## config.mk

```make
export PLATFORM = sky130hd
export DESIGN_NAME = iddr_word_align
export DESIGN_NICKNAME = d
export VERILOG_FILES = /design/src/rtl/iddr_word_align.sv
export SDC_FILE = /design/constraint.sdc
export NUM_CORES = 1
export LEC_CHECK = 0
export ABC_AREA = 1
export CAP_MARGIN = 20
export CORE_MARGIN = 4
export CORE_UTILIZATION = 30
export DETAILED_ROUTE_END_ITERATION = 8
export PLACE_DENSITY = 0.54
export SLEW_MARGIN = 20
export SYNTH_ARGS = -nofsm -noshare
export SYNTH_HDL_FRONTEND = slang
export SYNTH_SLANG_ARGS = --single-unit
```

## constraint.sdc

```tcl
create_clock -name SCLK -period 1.9 [get_ports SCLK]
set_clock_uncertainty 0.1 [all_clocks]
set_input_delay 0.475 -clock SCLK [delete_from_list [all_inputs] [get_ports SCLK]]
set_output_delay 0.475 -clock SCLK [all_outputs]
set_load 0.005 [all_outputs]
```

## src/rtl/iddr_word_align.sv

```systemverilog
// iddr_word_align: searches for the 4:1 deserializer word boundary by pulsing ALIGNWD until
// the training nibble repeats MATCH_CNT times, then pairs locked nibbles into bytes.
module iddr_word_align #(
   parameter logic [3:0] TRAIN         = 4'b0011,
   parameter int         SETTLE_CYCLES = 4,
   parameter int         MATCH_CNT     = 8,
   parameter int         MAX_SLIPS     = 7
) (
   input  logic       SCLK,
   input  logic       RSTN,
   input  logic       START,
   input  logic       Q0,
   input  logic       Q1,
   input  logic       Q2,
   input  logic       Q3,
   output logic       ALIGNWD,
   output logic       LOCKED,
   output logic       ERR,
   output logic [3:0] SLIP_CNT,
   output logic [7:0] DATA,
   output logic       DATA_VALID
);
   typedef enum logic [2:0] {IDLE, SETTLE, CHECK, SLIP, LOCK, FAIL} state_t;
   localparam logic [3:0] SETTLE_L = 4'(SETTLE_CYCLES);
   localparam logic [7:0] LAST_MATCH = 8'(MATCH_CNT - 1);
   localparam logic [3:0] SLIPS_L = 4'(MAX_SLIPS);
   state_t     state_q, state_d;
   logic [3:0] settle_q, settle_d, slip_q, slip_d, low_q, low_d, nib;
   logic [7:0] match_q, match_d, data_q, data_d;
   logic       phase_q, phase_d, valid_q, valid_d, stay_lock;
   logic       alignwd_q, alignwd_d, locked_q, locked_d, err_q, err_d;
   assign nib = {Q3, Q2, Q1, Q0};
   always_comb begin
      state_d  = state_q;
      settle_d = settle_q;
      slip_d   = slip_q;
      match_d  = match_q;
      case (state_q)
         IDLE, LOCK, FAIL:
            if (START) begin
               state_d  = SETTLE;
               settle_d = SETTLE_L;
               slip_d   = '0;
               match_d  = '0;
            end
         SETTLE:
            if (settle_q == 4'd1) begin
               state_d = CHECK;
               match_d = '0;
            end else
               settle_d = settle_q - 4'd1;
         CHECK:
            if (nib == TRAIN) begin
               state_d = (match_q == LAST_MATCH) ? LOCK : CHECK;
               match_d = match_q + 8'd1;
            end else begin
               match_d = '0;
               state_d = (slip_q == SLIPS_L) ? FAIL : SLIP;
               slip_d  = (slip_q == SLIPS_L) ? slip_q : slip_q + 4'd1;
            end
         SLIP: begin
            state_d  = SETTLE;
            settle_d = SETTLE_L;
         end
         default: state_d = IDLE;
      endcase
   end
   // Byte assembly only runs while lock persists; a restart from LOCK never emits a strobe.
   always_comb begin
      stay_lock = (state_q == LOCK) && (state_d == LOCK);
      phase_d   = stay_lock && !phase_q;
      low_d     = (stay_lock && !phase_q) ? nib : low_q;
      valid_d   = stay_lock && phase_q;
      data_d    = valid_d ? {nib, low_q} : data_q;
      alignwd_d = state_d == SLIP;
      locked_d  = state_d == LOCK;
      err_d     = state_d == FAIL;
   end
   always_ff @(posedge SCLK or negedge RSTN)
      if (!RSTN) begin
         state_q   <= IDLE;
         settle_q  <= '0;
         slip_q    <= '0;
         match_q   <= '0;
         low_q     <= '0;
         data_q    <= '0;
         phase_q   <= 1'b0;
         valid_q   <= 1'b0;
         alignwd_q <= 1'b0;
         locked_q  <= 1'b0;
         err_q     <= 1'b0;
      end else begin
         state_q   <= state_d;
         settle_q  <= settle_d;
         slip_q    <= slip_d;
         match_q   <= match_d;
         low_q     <= low_d;
         data_q    <= data_d;
         phase_q   <= phase_d;
         valid_q   <= valid_d;
         alignwd_q <= alignwd_d;
         locked_q  <= locked_d;
         err_q     <= err_d;
      end
   assign ALIGNWD    = alignwd_q;
   assign LOCKED     = locked_q;
   assign ERR        = err_q;
   assign SLIP_CNT   = slip_q;
   assign DATA       = data_q;
   assign DATA_VALID = valid_q;
endmodule

```

==> impl_metrics.toml <==
[run_status]
status = "finished clean"

[finish]
area_growth_pct = 35.8
drive_gt1_share_pct = 28.4
antenna_cells = 0
n_fill_cell = 619
finalNetCount = 275

[yosys]
synth_common_cells = "55 x nand2_1, 36 x dfrtp_1, 20 x inv_1"
synth_compound_area_share_pct = 7.96
yosysWarnings = 0
syn-instance-count = 209
syn_area_sq_um = 1860
synth_edf_count = 0
yosys.area.top_type = "dfrtp_1"
synth_area_per_cell_sq_um = 8.88
ys_ff_latch = 36
mappedNetlistNets = 220
ys_types = 37
synth_top_cells_by_area = "dfrtp_1 49%, nand2_1 11%, nand4_1 4.7%"
synth.most_common_cell = "nand2_1"
synth-adder-area-share_pct = 2.70
seq_area_frac_synth_pct = 48.6
synth_top_area_share_pct = 48.6
synth_flop_cell = "dfrtp_1"
synth_mux_area_share_pct = 0.539
yosys.area_share.xor_xnor_pct = 1.42
yosys.area_share.simple_pct = 32.2
synth_top_family_by_area = "simple AND/OR/NAND/NOR gates"
async_reset_ff_share_pct = 100

[sta]
worst_slew_pin_slew_ns = 0.653
finalCriticalPeriod_ns = 1.82
slew_headroom_pct = 56.2
fin_tns_setup_ns = 0
max_freq_mhz = 548
post-route-period-util_pct = 96.0
setup_violations = 0
final-max-slew-violation-count = 0
hold_violations = 0

[run]
maxCapViolCount = 0

[clocking]
cts_buffers = 5
clkLatencyLatePin_ns = 0.28
clockBufferDepth = 2
clock-sinks = 36
clk_pin_slew_ns = 0.07
cts_root_buffer = "clkbuf_8"
cts_max_level = 2
cts_tree = "built"
cts_hold_buf = 0

[worst_setup_path]
criticalPathCategory = "reg -> out"
crit_path_max_fanout = 3
critPathLaunchType = "flip-flop"
cp.arrival_ns = 1.25
worst_ep_required_time_ns = 1.32
end_kind = "output port"

[floorplanning]
die_x_microns = 86.6
coreArea_sq_um = 5960
dieArea_sq_um = 7510
start_util_pct = 31.2
num_rows = 28
fp.dieH_microns = 86.6
io_pins = 23

[detailed_routing]
firstDrtPassIters = 4
finalWirelength_mm = 4.27
route.detailed.drc = 0
wl_per_cell_microns = 12.6
dr.first_iter.drc_count = 37
vias_per_cell = 4.62
vias = 1566
postRouteAntennaNets = 0

[grt]
antenna_found_initial = 0
grt_max_degree = 37
grt_usage_pct = 12.8
grt_pass1_vias = 1632
grt_pass1_wl_mm = 7.56
globalRoute.totalOverflow = 0

[pwr]
powerDensity_nw_per_um2 = 853
p_leak_nw = 1.31
vdd_drop_max_mv = 0.307
power_mw = 2.15

[placement]
gp_congestion = 0.789
port_buffers = 22
dp_hpwl_mm = 3.03

[worst_hold_path]
hold_class = "in -> async"
## layer usage
layer  track usage, %  wire, microns  vias to the layer above
met5                0              0                        -
met4             5.10             84                        0
met3             3.80            128                        8
met2             21.4           2150                       18
met1             15.4           1910                      743
li1                 -              -                      797
## flip-flops by register name, indices dropped and copies added, names as in the netlist
register,flops
DATA,8
match_q,8
SLIP_CNT,4
low_q,4
settle_q,4
state_q,3
ALIGNWD,1
DATA_VALID,1
ERR,1
LOCKED,1
phase_q,1
## final timing paths
kind	startpoint	cells past startpoint	end	slack (ns)
max reg2reg	settle_q[1]$_DFFE_PN0P_	11	low_q[0]$_DFFE_PN0P_	0.14
min reg2reg	DATA[2]$_DFFE_PN0P_	2	DATA[2]$_DFFE_PN0P_	0.38
min	RSTN	2	SLIP_CNT[1]$_DFFE_PN0P_	0.04
max in group asynchronous	RSTN	2	state_q[2]$_DFF_PN0_	1.46
min in group SCLK	DATA[2]$_DFFE_PN0P_	2	DATA[2]$_DFFE_PN0P_	0.38
max	SLIP_CNT[0]$_DFFE_PN0P_	2	SLIP_CNT[0]	0.08
## per-stage QoR
stage	instances	util (%)	worst slack (ns)	cell area [sq um]	hold slack, ns
final	339	42.3	0.0754	2520	0.0416
after global routing	339	42.3	-0.0128	2520	0.0492
after floorplan	209	-	0.304	1860	0.0794
after global placement	324	38.8	-0.304	2310	0.356
after CTS	334	41.1	0.00995	2450	0.0447
after detailed placement	324	38.8	-0.363	2310	0.355
## worst max-delay path, stage by stage (launching register included)
cell and delay (ns):
dfrtp_1 0.35, buf_4 0.13, clkdlybuf4s50_1 0.49
## cell families after synthesis
group                    Yosys count
XOR/XNOR                           3
buffers and inverters             29
AND/OR/NAND/NOR                  114
multiplexers                       1
flip-flops                        36
AO/OA/AOI/OAI                     22
adder cells (fa/ha/maj)            4
## repair_timing
action	CTS	global route
cloned	2	0
pin swaps	7	9
resized for setup	7	12
setup buffers	1	5
endpoints found under the setup margin	12	13
## placed cells by master, fill, tap and decap left out, types with 7 or more instances in the layout
cell type,n
nand4_1,14
nand2_1,52
inv_1,18
dfrtp_1,35
inv_2,7
clkdlybuf4s50_1,17
buf_4,26
o21ai_0,7
nor2_1,13
nand3_1,7
## final cells by class
cell class	instances	area [sq um]	share of cell area (%)
clock buffer	6	72.6	2.88
clock inverter	1	5.00	0.199
inverter	26	98.8	3.92
multi-input combinational	146	907	36.0
sequential	36	902	35.8
tap	75	93.8	3.72
timing repair buffer	49	440	17.5
## where the power goes
group / switching (mW) / internal, mW
clock: 0.261 / 0.249
combinational: 0.402 / 0.346
sequential: 0.0622 / 0.830
No activity file was read; power rests on OpenSTA's default activity.
